## config.mk

```make
export PLATFORM = sky130hd
export DESIGN_NAME = sram_word_arbiter_flat
export DESIGN_NICKNAME = d
export VERILOG_FILES = /design/src/rtl/sram_word_arbiter_if.sv /design/src/rtl/sram_word_arbiter.sv /design/src/flat_wrapper.sv
export SDC_FILE = /design/constraint.sdc
export NUM_CORES = 1
export LEC_CHECK = 0
export CORE_MARGIN = 10
export CORE_UTILIZATION = 45
export DETAILED_ROUTE_END_ITERATION = 12
export HOLD_SLACK_MARGIN = 0.1
export PLACE_DENSITY = 0.85
export SKIP_LAST_GASP = 1
export SYNTH_ARGS = -nofsm -noshare
export SYNTH_HDL_FRONTEND = slang
export SYNTH_SLANG_ARGS = --single-unit
```

## constraint.sdc

```tcl
create_clock -name clock -period 1.88 [get_ports clock]
set_input_delay 0.376 -clock clock [delete_from_list [all_inputs] [get_ports clock]]
set_output_delay 0.376 -clock clock [all_outputs]
set_load 0.01 [all_outputs]
```

## src/rtl/sram_word_arbiter_if.sv

```systemverilog
// Requester and SRAM port-A bundle for sram_word_arbiter.
// The arbiter uses the slave modport; requesters and the SRAM model sit on master.
interface sram_word_arbiter_if #(
  parameter int ADDRESS_BITS = 12
);
  logic                    req0Valid;
  logic                    req0Write;
  logic [ADDRESS_BITS-3:0] req0Address;
  logic [3:0]              req0ByteEnables;
  logic [31:0]             req0WriteData;
  logic [31:0]             req0ReadData;
  logic                    req0Done;

  logic                    req1Valid;
  logic                    req1Write;
  logic [ADDRESS_BITS-3:0] req1Address;
  logic [3:0]              req1ByteEnables;
  logic [31:0]             req1WriteData;
  logic [31:0]             req1ReadData;
  logic                    req1Done;

  logic                    busy;
  logic                    sramWriteEnable;
  logic [ADDRESS_BITS-1:0] sramAddress;
  logic [7:0]              sramWriteData;
  logic [7:0]              sramReadData;

  modport slave (
    input  req0Valid, req0Write, req0Address, req0ByteEnables, req0WriteData,
    output req0ReadData, req0Done,
    input  req1Valid, req1Write, req1Address, req1ByteEnables, req1WriteData,
    output req1ReadData, req1Done,
    output busy, sramWriteEnable, sramAddress, sramWriteData,
    input  sramReadData
  );

  modport master (
    output req0Valid, req0Write, req0Address, req0ByteEnables, req0WriteData,
    input  req0ReadData, req0Done,
    output req1Valid, req1Write, req1Address, req1ByteEnables, req1WriteData,
    input  req1ReadData, req1Done,
    input  busy, sramWriteEnable, sramAddress, sramWriteData,
    output sramReadData
  );
endinterface

```

## src/rtl/sram_word_arbiter.sv

```systemverilog
// Arbitrates two 32-bit requesters onto one 8-bit SRAM port, turning each
// granted word access into four sequential byte accesses.
module sram_word_arbiter #(
  parameter int ADDRESS_BITS   = 12,
  parameter bit BIG_ENDIAN     = 1'b0,
  parameter bit FIXED_PRIORITY = 1'b0
) (
  input logic                clock,
  input logic                reset,
  sram_word_arbiter_if.slave bus
);

  typedef enum logic [1:0] {
    S_IDLE,
    S_ACCESS,
    S_CAPTURE,
    S_DONE
  } state_t;

  state_t                  r_state;
  state_t                  w_next_state;
  logic [1:0]              r_cnt;
  logic                    r_gnt;
  logic                    r_lastGrant;
  logic                    r_write;
  logic [ADDRESS_BITS-3:0] r_addr;
  logic [3:0]              r_be;
  logic [31:0]             r_wdata;
  logic [2:0][7:0]         r_rbuf;
  logic [31:0]             r_rdata0;
  logic [31:0]             r_rdata1;

  logic                    w_any_valid;
  logic                    w_sel;
  logic [1:0]              w_lane;
  logic [7:0]              w_byte;
  logic [31:0]             w_word;

  assign w_any_valid = bus.req0Valid | bus.req1Valid;
  // Requester 1 wins only when alone or when round-robin says it is its turn.
  assign w_sel = bus.req1Valid & (~bus.req0Valid | (!FIXED_PRIORITY & ~r_lastGrant));

  // Byte k of the word lives in lane k (little) or lane 3-k (big).
  assign w_word = BIG_ENDIAN ? {r_rbuf[0], r_rbuf[1], r_rbuf[2], bus.sramReadData}
                             : {bus.sramReadData, r_rbuf[2], r_rbuf[1], r_rbuf[0]};

  always_comb begin
    w_lane = BIG_ENDIAN ? (2'd3 - r_cnt) : r_cnt;
    unique case (w_lane)
      2'd0:    w_byte = r_wdata[7:0];
      2'd1:    w_byte = r_wdata[15:8];
      2'd2:    w_byte = r_wdata[23:16];
      default: w_byte = r_wdata[31:24];
    endcase
  end

  always_ff @(posedge clock) begin
    if (reset) r_state <= S_IDLE;
    else       r_state <= w_next_state;
  end

  always_comb begin
    w_next_state = r_state;
    unique case (r_state)
      S_IDLE:    if (w_any_valid) w_next_state = S_ACCESS;
      S_ACCESS:  if (r_cnt == 2'd3) w_next_state = r_write ? S_DONE : S_CAPTURE;
      S_CAPTURE: w_next_state = S_DONE;
      S_DONE:    w_next_state = S_IDLE;
      default:   w_next_state = S_IDLE;
    endcase
  end

  always_ff @(posedge clock) begin
    if (reset) begin
      r_cnt       <= '0;
      r_gnt       <= 1'b0;
      r_lastGrant <= 1'b1;
      r_write     <= 1'b0;
      r_addr      <= '0;
      r_be        <= '0;
      r_wdata     <= '0;
      r_rbuf      <= '0;
      r_rdata0    <= '0;
      r_rdata1    <= '0;
    end else begin
      unique case (r_state)
        S_IDLE: begin
          if (w_any_valid) begin
            r_gnt       <= w_sel;
            r_lastGrant <= w_sel;
            r_cnt       <= '0;
            r_write     <= w_sel ? bus.req1Write       : bus.req0Write;
            r_addr      <= w_sel ? bus.req1Address     : bus.req0Address;
            r_be        <= w_sel ? bus.req1ByteEnables : bus.req0ByteEnables;
            r_wdata     <= w_sel ? bus.req1WriteData   : bus.req0WriteData;
          end
        end
        S_ACCESS: begin
          r_cnt <= r_cnt + 2'd1;
          // SRAM output lags the address by one cycle: it carries byte cnt-1.
          if (!r_write) begin
            unique case (r_cnt)
              2'd1:    r_rbuf[0] <= bus.sramReadData;
              2'd2:    r_rbuf[1] <= bus.sramReadData;
              2'd3:    r_rbuf[2] <= bus.sramReadData;
              default: ;
            endcase
          end
        end
        S_CAPTURE: begin
          if (r_gnt) r_rdata1 <= w_word;
          else       r_rdata0 <= w_word;
        end
        default: ;
      endcase
    end
  end

  always_comb begin
    bus.busy            = (r_state != S_IDLE);
    bus.sramWriteEnable = 1'b0;
    bus.sramAddress     = '0;
    bus.sramWriteData   = '0;
    if (r_state == S_ACCESS) begin
      bus.sramAddress     = {r_addr, r_cnt};
      bus.sramWriteData   = w_byte;
      // Gated by reset so a reset cycle never commits the byte in flight.
      bus.sramWriteEnable = r_write & r_be[r_cnt] & ~reset;
    end
    bus.req0Done = (r_state == S_DONE) & ~r_gnt;
    bus.req1Done = (r_state == S_DONE) &  r_gnt;
  end

  assign bus.req0ReadData = r_rdata0;
  assign bus.req1ReadData = r_rdata1;

endmodule

```

## src/flat_wrapper.sv

```systemverilog
// flat-port wrapper written by rule: the top's interface ports become plain ports
module sram_word_arbiter_flat 
#(
  parameter int ADDRESS_BITS   = 12,
  parameter bit BIG_ENDIAN     = 1'b0,
  parameter bit FIXED_PRIORITY = 1'b0
)
  (clock, reset, bus_req0Valid, bus_req0Write, bus_req0Address, bus_req0ByteEnables, bus_req0WriteData, bus_req0ReadData, bus_req0Done, bus_req1Valid, bus_req1Write, bus_req1Address, bus_req1ByteEnables, bus_req1WriteData, bus_req1ReadData, bus_req1Done, bus_busy, bus_sramWriteEnable, bus_sramAddress, bus_sramWriteData, bus_sramReadData);
  sram_word_arbiter_if #(.ADDRESS_BITS(ADDRESS_BITS)) bus_i ();
  input logic clock;
  input logic reset;
  input wire logic [$bits(bus_i.req0Valid)-1:0] bus_req0Valid;
  input wire logic [$bits(bus_i.req0Write)-1:0] bus_req0Write;
  input wire logic [$bits(bus_i.req0Address)-1:0] bus_req0Address;
  input wire logic [$bits(bus_i.req0ByteEnables)-1:0] bus_req0ByteEnables;
  input wire logic [$bits(bus_i.req0WriteData)-1:0] bus_req0WriteData;
  output wire logic [$bits(bus_i.req0ReadData)-1:0] bus_req0ReadData;
  output wire logic [$bits(bus_i.req0Done)-1:0] bus_req0Done;
  input wire logic [$bits(bus_i.req1Valid)-1:0] bus_req1Valid;
  input wire logic [$bits(bus_i.req1Write)-1:0] bus_req1Write;
  input wire logic [$bits(bus_i.req1Address)-1:0] bus_req1Address;
  input wire logic [$bits(bus_i.req1ByteEnables)-1:0] bus_req1ByteEnables;
  input wire logic [$bits(bus_i.req1WriteData)-1:0] bus_req1WriteData;
  output wire logic [$bits(bus_i.req1ReadData)-1:0] bus_req1ReadData;
  output wire logic [$bits(bus_i.req1Done)-1:0] bus_req1Done;
  output wire logic [$bits(bus_i.busy)-1:0] bus_busy;
  output wire logic [$bits(bus_i.sramWriteEnable)-1:0] bus_sramWriteEnable;
  output wire logic [$bits(bus_i.sramAddress)-1:0] bus_sramAddress;
  output wire logic [$bits(bus_i.sramWriteData)-1:0] bus_sramWriteData;
  input wire logic [$bits(bus_i.sramReadData)-1:0] bus_sramReadData;
  assign bus_i.req0Valid = bus_req0Valid;
  assign bus_i.req0Write = bus_req0Write;
  assign bus_i.req0Address = bus_req0Address;
  assign bus_i.req0ByteEnables = bus_req0ByteEnables;
  assign bus_i.req0WriteData = bus_req0WriteData;
  assign bus_req0ReadData = bus_i.req0ReadData;
  assign bus_req0Done = bus_i.req0Done;
  assign bus_i.req1Valid = bus_req1Valid;
  assign bus_i.req1Write = bus_req1Write;
  assign bus_i.req1Address = bus_req1Address;
  assign bus_i.req1ByteEnables = bus_req1ByteEnables;
  assign bus_i.req1WriteData = bus_req1WriteData;
  assign bus_req1ReadData = bus_i.req1ReadData;
  assign bus_req1Done = bus_i.req1Done;
  assign bus_busy = bus_i.busy;
  assign bus_sramWriteEnable = bus_i.sramWriteEnable;
  assign bus_sramAddress = bus_i.sramAddress;
  assign bus_sramWriteData = bus_i.sramWriteData;
  assign bus_i.sramReadData = bus_sramReadData;
  sram_word_arbiter #(.ADDRESS_BITS(ADDRESS_BITS), .BIG_ENDIAN(BIG_ENDIAN), .FIXED_PRIORITY(FIXED_PRIORITY)) u_core (.clock(clock), .reset(reset), .bus(bus_i));
endmodule
```

---- Word level (Yosys, flattened, before mapping) ----
Cells that the tools add are included.
storage, ports and cells
  input bits .............................. 106
  word-level logic and storage cells ...... 63
  bits in registers ....................... 141
operators by class
  $lt $le $gt $ge ......................... 1
  $add $sub $neg .......................... 1
  bitwise operators ....................... 12
  reduce and logical (&&, ||, !) cells .... 12
  equality and inequality tests ........... 8
  mux-type cells .......................... 16
operators by type and width
  operator               number
  $mux W32               1
  $pmux W8 S3            1
  $mux W12               1
  $mux W10               1
  $reduce_and A2 Y1      5
  $reduce_and A3 Y1      3
  $eq A2 B2 Y1 const B   4
  $mux W8                1
  $pmux W2 S4            1
  $mux W2                3
  $and A1 B1 Y1          5
  $not A1 Y1             5
  $eq A2 B1 Y1 const B   2
  $logic_not A2 Y1       2
  $mux W1                4
  $mux W4                1
  $ne A2 B1 Y1 const B   2
  $pmux W2 S2            1
  $reduce_bool A2 Y1     2
  $lt A2 B3 Y1 const B   1
  $add A2 B1 Y2 const B  1
  $bmux W1 S2            1
  $or A1 B1 Y1           2

---- Logic depth before layout (Yosys ltp) ----
Gate-level depths: netlist of the first run.
  depth in word-level cells ............... 5
  gate-level depth with buffers ........... 8

---- Worst setup path after synthesis of the first run ----
No wires, ideal clock.
  path kind ............................... register to output
  start ................................... register u_core.r_state[1]
  end ..................................... output port bus_sramWriteData[0]
  path slack .............................. 0.155 ns
  data arrival time ....................... 1.349 ns
  path buffers ............................ 2
  cell stages (with the launch flop) ...... 7
  cells stage by stage .................... dfxtp_1 > inv_1 > ha_1 > clkbuf_1 > clkbuf_1 > o21ai_0 > a21oi_1
between the ends
  longest elaborated chain between the ends .. 2
ends and longest elaborated chain
  item                    RTL line                  source
  from (decl)             sram_word_arbiter.sv:20   state_t r_state;
  from (signal assigned)  sram_word_arbiter.sv:59   else r_state <= w_next_state;
  $eq A2 B1 Y1            sram_word_arbiter.sv:124  if (r_state == S_ACCESS) begin
  $mux W8                 sram_word_arbiter.sv:124
  to (decl)               flat_wrapper.sv:29        output wire logic [$bits(bus_i.sramWriteData)-1:0] bus_sramWriteData;
Every way passes these cells.

---- Worst setup path in the final report of the first run ----
  start ................................... register u_core.r_cnt[1]
  end ..................................... output port bus_sramWriteData[4]
between the ends
  longest elaborated chain between the ends .. 3
ends and longest elaborated chain
  item                                        RTL line                  source
  from (decl)                                 sram_word_arbiter.sv:22   logic [1:0] r_cnt;
  from (signal assigned)                      sram_word_arbiter.sv:99   r_cnt <= r_cnt + 2'd1;
  $eq A2 B2 Y1, or another cell as far along  sram_word_arbiter.sv:49   unique case (w_lane)
  $pmux W8 S3 *                               sram_word_arbiter.sv:49
  $mux W8 *                                   sram_word_arbiter.sv:124
Mark *: on every way between the ends. The rest lies on a longest branch, timed or not.

==> reports/qor.yml, run 1 <==
outcome: "finished, violations left"
violations: "negative setup slack"
clkTransAtPathRegs_ns: 0.06
worstSetupPathType: "reg -> out"
setup_viol: 9
n_fill_cell: 1030
cp_cell_sequence: "inv_2, ha_4, a222oi_1, a21oi_1, buf_2"
netlist_instances: 716
syn_area_um2: 5878
synth_top_cell_by_area: "dfxtp_1"
syn_avg_cell_area_um2: 8.210
wl_met1_um: 7804
drc: 0
clk_latency_ns: 0.41
synth.yosys.seq_area_share_pct: 48.02
rsz0062_at_grt: "true"
synth_fp_nets: 830
async_reset_ff_share_pct: 0
synth_top_flop_cell: "dfxtp_1"
end_kind: "primary output"
dieWidth_um: 134.3
htreeDepth: 4
leakagePower_nw: 3.502
fin_ws_ns: -0.2208
yosys-top-cells-area: "dfxtp_1 (48%), nand2_1 (11%), a21oi_1 (10%)"
ys_ff_latch: 141
top_layer_used: "met4"
routed_wl_um: 19620
critical_path.max_stage_delay_ns: 0.40
grt_overflow: 0
cap_violations: 0
stdcell_count: 1093
cts_buffers: 17
layout_min_cycle_time_ns: 2.101
worst_pin_slew_ns: 0.7149
nets: 1023
final_area_um2: 8867
grt_pass1_wl_um: 30430
worstPathMaxFanout: 9
peakVddDrop_mv: 0.6329
powerDensity_nw_per_um2: 1228
yosysMostFrequentCell: "nand2_1"
dr_wl_met3_um: 1413
fin_skew_ns: 0.005742
wl_per_cell_um: 17.95
cts_buffer_depth: 2
dr_wl_met2_um: 9757
place_hpwl_um: 13440
cts_root_buffer: "clkbuf_16"
grt_pass1_vias: 5706
antenna_found_initial: 0
area_growth_pct: 50.85
antenna_left: 0
maxSlewViolCount: 0
placed_area_um2: 8153
cts.sinks: 141
viasPerCell: 5.330
drt_first_pass_iters: 5
max_freq_ghz: 0.4760
ctsHoldBuffers: 0
drtIter0Drc: 514
ys_types: 33
core_um2: 12720
synth_top_cell_area_share_pct: 48.02
grt_usage_pct: 21.08
yosysWarnings: 0
arrival_ns: 1.72
synth_edf_count: 0
min_period_over_period_pct: 111.7
max_slew_margin_pct: 52.34
gp_congestion: 0.9088
hp-class: "reg -> reg"
critPathRequiredTime_ns: 1.50
cts_tree: "done"
synth_common_cells: "nand2_1 (176), dfxtp_1 (141), a21oi_1 (123)"
slowest_stage: "dfxtp_2"
die-area_um2: 18030
layout-drive-gt1-share_pct: 15.74
rows: 41
cp-start-kind: "register"
io_buffers: 193
start_util_pct: 46.20
diodes: 0
die_y_um: 134.3
grt_max_degree: 142
io-pin-count: 194
finalHoldViolCount: 0
num_vias: 5826
dp_cells: 1056
==> power by group <==
part	internal [mW]	leakage [nW]	switching, mW
clock network	2.05	0.274	1.25
logic	1.78	2.08	1.99
registers	3.47	1.15	0.343
total	7.30	3.50	3.59
==> worst max-delay path, delay by kind of cell (launching register included) <==
family                     cells  cell delay (ns)
buffers and inverters          2             0.26
DFF                            1             0.40
adders and majority gates      1             0.19
AOI/OAI and AO/OA              2             0.45
==> per-stage QoR <==
step	TNS (ns)	utilization (%)	total power, mW	hold WS (ns)	setup WS, ns
2_1_floorplan	0	-	5.842	0.4448	0.1554
3_3_place_gp	-1.534	64.08	7.240	0.4412	-0.1870
3_5_place_dp	-1.860	64.08	7.319	0.4462	-0.2358
4_1_cts	-1.800	69.26	10.85	0.4542	-0.2162
5_1_grt	-2.330	69.70	11.47	0.4687	-0.2608
6_report	-1.484	69.70	10.89	0.4527	-0.2208
==> cell type report <==
class / count / area (um2) / share of cell area (%)
multi-input cells: 508 / 2863 / 32.28
flip-flops and latches: 141 / 2828 / 31.89
repair buffers: 235 / 2350 / 26.50
clock buffers: 22 / 474.2 / 5.348
well taps: 172 / 215.2 / 2.427
clock inverters: 9 / 112.6 / 1.270
inverters: 6 / 25.02 / 0.2822
==> cell families after synthesis <==
| kind of cell | after synthesis | synth area share, % |
|---|---|---|
| and+or+nand+nor | 279 | 19.22 |
| DFF | 141 | 48.02 |
| adders and majority gates | 8 | 1.703 |
| AOI/OAI and AO/OA | 196 | 21.54 |
| buffers and inverters | 67 | 5.045 |
| muxes | 25 | 4.470 |
==> registers in the layout, summed over array words and instances (netlist names) <==
signal	cells
u_core.r_write	1
u_core.r_gnt	1
u_core.r_wdata	32
u_core.r_state	2
u_core.r_cnt	2
u_core.r_lastGrant	1
u_core.r_rbuf	24
u_core.bus.req0ReadData	32
u_core.r_be	4
u_core.r_addr	10
u_core.bus.req1ReadData	32
==> placed cells by master (no fill, tap or decap), types with 18 or more instances in the layout <==
master,count
a211oi_1,27
buf_4,27
nand2_1,176
a211oi_2,20
clkbuf_16,18
clkdlybuf4s50_1,168
dfxtp_1,137
nor2_1,72
a21oi_1,123
mux2i_1,24
==> final timing paths <==
kind | slack (ns) | startpoint | cells past startpoint | end
worst min register to register | 0.45 | u_core.bus.req0ReadData[5]$_SDFFE_PP0P_ | 2 | u_core.bus.req0ReadData[5]$_SDFFE_PP0P_
worst min-delay path | 0.45 | u_core.bus.req0ReadData[5]$_SDFFE_PP0P_ | 2 | u_core.bus.req0ReadData[5]$_SDFFE_PP0P_
worst max-delay path | -0.22 | u_core.r_cnt[1]$_SDFFE_PP0P_ | 5 | bus_sramWriteData[4]
worst max register to register | 0.04 | u_core.r_state[0]$_SDFFE_PP0P_ | 7 | u_core.r_state[1]$_SDFFE_PP0P_
==> repair_timing <==
item                       CTS  global route
buffers inserted             1             3
setup endpoints to repair   24            22
cloned                       2             1
pin swaps                    6             7
resized for setup          119            20
==> metal layers <==
metal	GRT usage [%]	vias to the layer above
met1	24.23	2742
met5	0	-
met2	35.37	222
li1	-	2816
met3	6.087	46
met4	9.674	0
(Power assumes the default switching activity.)
==> run 2, diff against run 1 <==
--- a/config.mk
+++ b/config.mk
@@ -5,6 +5,7 @@
 export SDC_FILE = /design/constraint.sdc
 export NUM_CORES = 1
 export LEC_CHECK = 0
+export CAP_MARGIN = 10
 export CORE_MARGIN = 10
 export CORE_UTILIZATION = 45
 export DETAILED_ROUTE_END_ITERATION = 12
==> results of run 2 <==
Same layout as run 1: the final DEF is identical, and so are final timing and power.
==> run 3, diff against run 2 <==
--- a/config.mk
+++ b/config.mk
@@ -9,7 +9,8 @@
 export CORE_MARGIN = 10
 export CORE_UTILIZATION = 45
 export DETAILED_ROUTE_END_ITERATION = 12
-export HOLD_SLACK_MARGIN = 0.1
+export GPL_ROUTABILITY_DRIVEN = 0
+export HOLD_SLACK_MARGIN = 0.12
 export PLACE_DENSITY = 0.85
 export SKIP_LAST_GASP = 1
 export SYNTH_ARGS = -nofsm -noshare
==> results of run 3 <==
Same layout as run 1: the final DEF is identical, and so are final timing and power.
==> variant 1, RTL diff (settings of run 1) <==
`FIXED_PRIORITY` is set to 1'b0 in 2 places; all go to 1'b1.
--- a/src/rtl/sram_word_arbiter.sv
+++ b/src/rtl/sram_word_arbiter.sv
@@ -3,7 +3,7 @@
 module sram_word_arbiter #(
   parameter int ADDRESS_BITS   = 12,
   parameter bit BIG_ENDIAN     = 1'b0,
-  parameter bit FIXED_PRIORITY = 1'b0
+  parameter bit FIXED_PRIORITY = 1'b1
 ) (
   input logic                clock,
   input logic                reset,
--- a/src/flat_wrapper.sv
+++ b/src/flat_wrapper.sv
@@ -3,7 +3,7 @@
 #(
   parameter int ADDRESS_BITS   = 12,
   parameter bit BIG_ENDIAN     = 1'b0,
-  parameter bit FIXED_PRIORITY = 1'b0
+  parameter bit FIXED_PRIORITY = 1'b1
 )
   (clock, reset, bus_req0Valid, bus_req0Write, bus_req0Address, bus_req0ByteEnables, bus_req0WriteData, bus_req0ReadData, bus_req0Done, bus_req1Valid, bus_req1Write, bus_req1Address, bus_req1ByteEnables, bus_req1WriteData, bus_req1ReadData, bus_req1Done, bus_busy, bus_sramWriteEnable, bus_sramAddress, bus_sramWriteData, bus_sramReadData);
   sram_word_arbiter_if #(.ADDRESS_BITS(ADDRESS_BITS)) bus_i ();
Function: changed (Yosys sat finds a counterexample within 10 cycles, from zero or initial values and one cycle with reset high).
==> variant 1 against run 1 <==
The run still ends with setup timing left; area after synthesis up 0.40%; critical path depth up 1; combinational power down 5.6%; wire length down 2.4%; sequential share of layout area barely moved; setup slack lost 13 ps; power decreased by 1.5%; sequential cell count is 1 lower; largest cell class unchanged; cell area decreased by 0.49%.
==> variant 1: results (changes against run 1) <==
Result of the run: finished, violations left (unchanged). Failing checks: setup timing (unchanged). The worst-margin pin slew is 688 ps (was 715 ps). The final-stage net count was 1018 (was 1023). The detail-routed net length per standard cell came out at 17.5 um (was 17.9 um). The slack of the critical path came out at -234 ps (was -221 ps).

The detailed-routing wirelength on met1 came out at 7630 um (was 7800 um). The leakage dissipation came out at 3.47 nW (was 3.50 nW). The total of cells resized after clock tree synthesis is 113 (was 119). The share of post-route cells with drive strength above 1 is 0.161 (was 0.157). The combinational cell power came out at 3.56 mW (was 3.77 mW). The final cell area excluding filler cells is 8820 um^2 (was 8870 um^2). The maximum resistive drop on vdd came out at 661 uV (was 633 uV).

The total routing usage reported by global routing came to 0.202 (was 0.211). The endpoint of the most critical setup path was bus_sramWriteData[2] (was bus_sramWriteData[4]). The number of buffers added for setup after CTS is 3 (was 1). The cell count of the worst reg-to-reg path is 8 (was 7). The filler cell count is 1007 (was 1030). The number of antenna violations at the first check in global routing came out at 2 (was 0). The detailed route wirelength on metal3 is 1550 um (was 1410 um).

The worst hold path endpoint is u_core.bus.req1ReadData[31] (was u_core.bus.req0ReadData[5]). The final count of negative-setup-slack endpoints is 20 (was 9). The origin of the worst setup path is u_core.r_cnt[0] (was u_core.r_cnt[1]). The met1 global-route usage came to 0.227 (was 0.242). Commonest cells in the netlist: sky130_fd_sc_hd__nand2_1 (177), sky130_fd_sc_hd__dfxtp_1 (140), sky130_fd_sc_hd__a21oi_1 (122) (was sky130_fd_sc_hd__nand2_1 (176), sky130_fd_sc_hd__dfxtp_1 (141), sky130_fd_sc_hd__a21oi_1 (123)).

The detailed-route vias per instance came out at 5.24 (was 5.33). The worst setup timing slack at the placement stage is -286 ps (was -236 ps).
[variant 1: cells by family after synthesis]
logic type / after synthesis / share of synthesized area
multiplexers: 25 / 0.0445
AND/OR/NAND/NOR: 280 / 0.193
AO/OA/AOI/OAI: 192 / 0.218
adder cells (fa/ha/maj): 8 / 0.0170
flip-flops: 140 / 0.475
buffers and inverters: 66 / 0.0526
[variant 1: layout make-up]
class,instances,share of cell area
Antenna cell,2,0.000567
Timing Repair Buffer,234,0.260
Clock buffer,19,0.0513
Clock inverter,13,0.0174
Sequential cell,140,0.319
Multi-Input combinational cell,505,0.325
Tap cell,172,0.0244
Inverter,6,0.00298
[variant 1: worst max-delay path: stages, from the launching register on]
cell and delay, ps:
sky130_fd_sc_hd__dfxtp_4 370, sky130_fd_sc_hd__buf_6 130, sky130_fd_sc_hd__ha_4 170, sky130_fd_sc_hd__buf_6 120, sky130_fd_sc_hd__a222oi_1 270, sky130_fd_sc_hd__a21oi_1 110, sky130_fd_sc_hd__buf_2 150
==> variant 2, RTL diff (config.mk and constraints of run 1) <==
Made on the original files. The 4 states of `state_t` get a Gray code encoding in 2 bits.
--- a/src/rtl/sram_word_arbiter.sv
+++ b/src/rtl/sram_word_arbiter.sv
@@ -11,10 +11,10 @@
 );
 
   typedef enum logic [1:0] {
-    S_IDLE,
-    S_ACCESS,
-    S_CAPTURE,
-    S_DONE
+    S_IDLE    = 2'b00,
+    S_ACCESS  = 2'b01,
+    S_CAPTURE = 2'b11,
+    S_DONE    = 2'b10
   } state_t;
 
   state_t                  r_state;
Check against the original RTL: same outputs for any inputs over 10 cycles, from zero or initial values and one cycle with reset high; not proved beyond that.
==> variant 2 against run 1 <==
The run still ends with setup timing left; cell area rose by 1.0%; sequential cell count did not move; wire length rose by 0.44%; register-to-register slack improved by 100 ps; core utilization fell by 1.5 points; area after synthesis rose by 1.7%; first-iteration DRC count fell by 6.6%; setup slack got worse by 66 ps; via count rose by 2.0%; critical endpoint is now bus_sramWriteData[6]; highest routed layer unchanged.
Power is not compared: it rests on default switching activity, and its combinational part moved more than twofold at a synthesized area within 25%.
==> variant 2: results (changes against run 1) <==
The clock latency on the worst-skew pair is 430 ps (was 410 ps). The cell count of the worst reg-to-reg path is 5 (was 7). The worst-margin pin slew came out at 794 ps (was 715 ps). The slack of the critical path came out at -287 ps (was -221 ps).

The via count came out at 5945 (was 5826). The sum of routed wire length over all layers is 19700 um (was 19600 um). The setup clock skew after layout is 12.0 ps (was 5.74 ps).

The mean area per synthesized cell came to 8.35 um^2 (was 8.21 um^2). The routed wire length on met2 came out at 9440 um (was 9760 um). The net count after synthesis was 827 (was 830). The final count of negative-setup-slack endpoints is 9 (unchanged).

Result of the run: finished, violations left (unchanged). The share of post-route cells with drive strength above 1 came out at 0.154 (was 0.157). The filler cell count is 1024 (was 1030). The HPWL after detailed placement is 13500 um (was 13400 um). Commonest cells in the netlist: sky130_fd_sc_hd__nand2_1 (219), sky130_fd_sc_hd__dfxtp_1 (141), sky130_fd_sc_hd__a21oi_1 (115) (was sky130_fd_sc_hd__nand2_1 (176), sky130_fd_sc_hd__dfxtp_1 (141), sky130_fd_sc_hd__a21oi_1 (123)).

The critical path data arrival time came to 1790 ps (was 1720 ps). The sum of negative setup slack came to -1810 ps (was -1480 ps). The placement-stage cell area came out at 8210 um^2 (was 8150 um^2). The detailed router's first-iteration violation count is 480 (was 514). The final-stage net count came out at 1021 (was 1023).

The slack of the worst reg-to-reg path came out at 140 ps (was 40 ps). The number of unique standard cell types used by synthesis is 35 (was 33). The detailed route wirelength on metal3 is 1760 um (was 1410 um). The reg-to-reg startpoint is u_core.r_state[1] (was u_core.r_state[0]). Failing checks: setup timing (unchanged). The total routing usage reported by global routing came out at 0.208 (was 0.211). The end of the worst register-to-register path was u_core.r_wdata[26] (was u_core.r_state[1]). Biggest area contributors in the synthesized netlist: sky130_fd_sc_hd__dfxtp_1 (47%), sky130_fd_sc_hd__nand2_1 (14%), sky130_fd_sc_hd__a21oi_1 (9.6%) (was sky130_fd_sc_hd__dfxtp_1 (48%), sky130_fd_sc_hd__nand2_1 (11%), sky130_fd_sc_hd__a21oi_1 (10%)).

The worst hold path endpoint was u_core.bus.req1ReadData[28] (was u_core.bus.req0ReadData[5]). The detailed-route vias per instance came to 5.41 (was 5.33). The origin of the worst min-delay path is u_core.bus.req1ReadData[28] (was u_core.bus.req0ReadData[5]). The global placement routability congestion is 0.826 (was 0.909).
## variant 2: cell types whose count changed after synthesis, moves of 17 or more
cell	change
sky130_fd_sc_hd__a211oi_1	-19
sky130_fd_sc_hd__a211oi_2	-20
sky130_fd_sc_hd__a311oi_1	+21
sky130_fd_sc_hd__a311oi_2	+17
sky130_fd_sc_hd__nand2_1	+43
sky130_fd_sc_hd__nor2_1	-43
## variant 2: per-layer routing
layer / vias to the layer above / global-route usage
met3: 42 / 0.0909
met5: - / 0
met1: 2804 / 0.232
met2: 244 / 0.339
met4: 0 / 0.0897
li1: 2855 / -
## variant 2: repair_timing
item	4_1_cts	5_1_grt
endpoints found under the setup margin	32	53
hold buffers	0	0
buffers inserted	3	8
pin swaps	5	4
resized for setup	120	16
## variant 2: cell families after synthesis
logic type	count (synthesis)	synth area share
adder cells (fa/ha/maj)	5	0.0105
AO/OA/AOI/OAI	192	0.222
buffers and inverters	78	0.0617
multiplexers	25	0.0440
flip-flops	141	0.472
AND/OR/NAND/NOR	275	0.189
## variant 2: report_power, final
group          switching, mW  total (mW)  internal [mW]
logic                  0.520        1.04          0.520
registers             0.0854        3.20           3.11
clock network           1.23        3.38           2.16
## variant 2: per-stage QoR
stage,setup WS (ps),utilization
after global routing,-324,0.682
after detailed placement,-362,0.625
final,-287,0.682
after global placement,-320,0.625
after floorplan,67.0,-
after CTS,-240,0.671
## variant 2: worst max path at each step
stage	to	slack (ps)
after floorplan	bus_sramWriteData[5]	70
after global placement	bus_sramWriteData[3]	-320
after detailed placement	bus_sramWriteData[1]	-360
after CTS	bus_sramWriteEnable	-240
after global routing	bus_sramWriteData[6]	-320
final	bus_sramWriteData[6]	-290
## variant 2: cell type report
| class | instances | area, um^2 | area share |
|---|---|---|---|
| Timing Repair Buffer | 242 | 2340 | 0.261 |
| Multi-Input combinational cell | 497 | 2930 | 0.327 |
| Clock buffer | 26 | 519 | 0.0580 |
| Inverter | 11 | 43.8 | 0.00489 |
| Tap cell | 176 | 220 | 0.0246 |
| Sequential cell | 141 | 2830 | 0.316 |
| Clock inverter | 5 | 78.8 | 0.00880 |
## variant 2: critical path, cell delays in order (launching register included)
cell and delay (ps):
sky130_fd_sc_hd__dfxtp_4 380, sky130_fd_sc_hd__ha_4 170, sky130_fd_sc_hd__buf_6 130, sky130_fd_sc_hd__buf_4 140, sky130_fd_sc_hd__a221oi_1 330, sky130_fd_sc_hd__buf_2 210
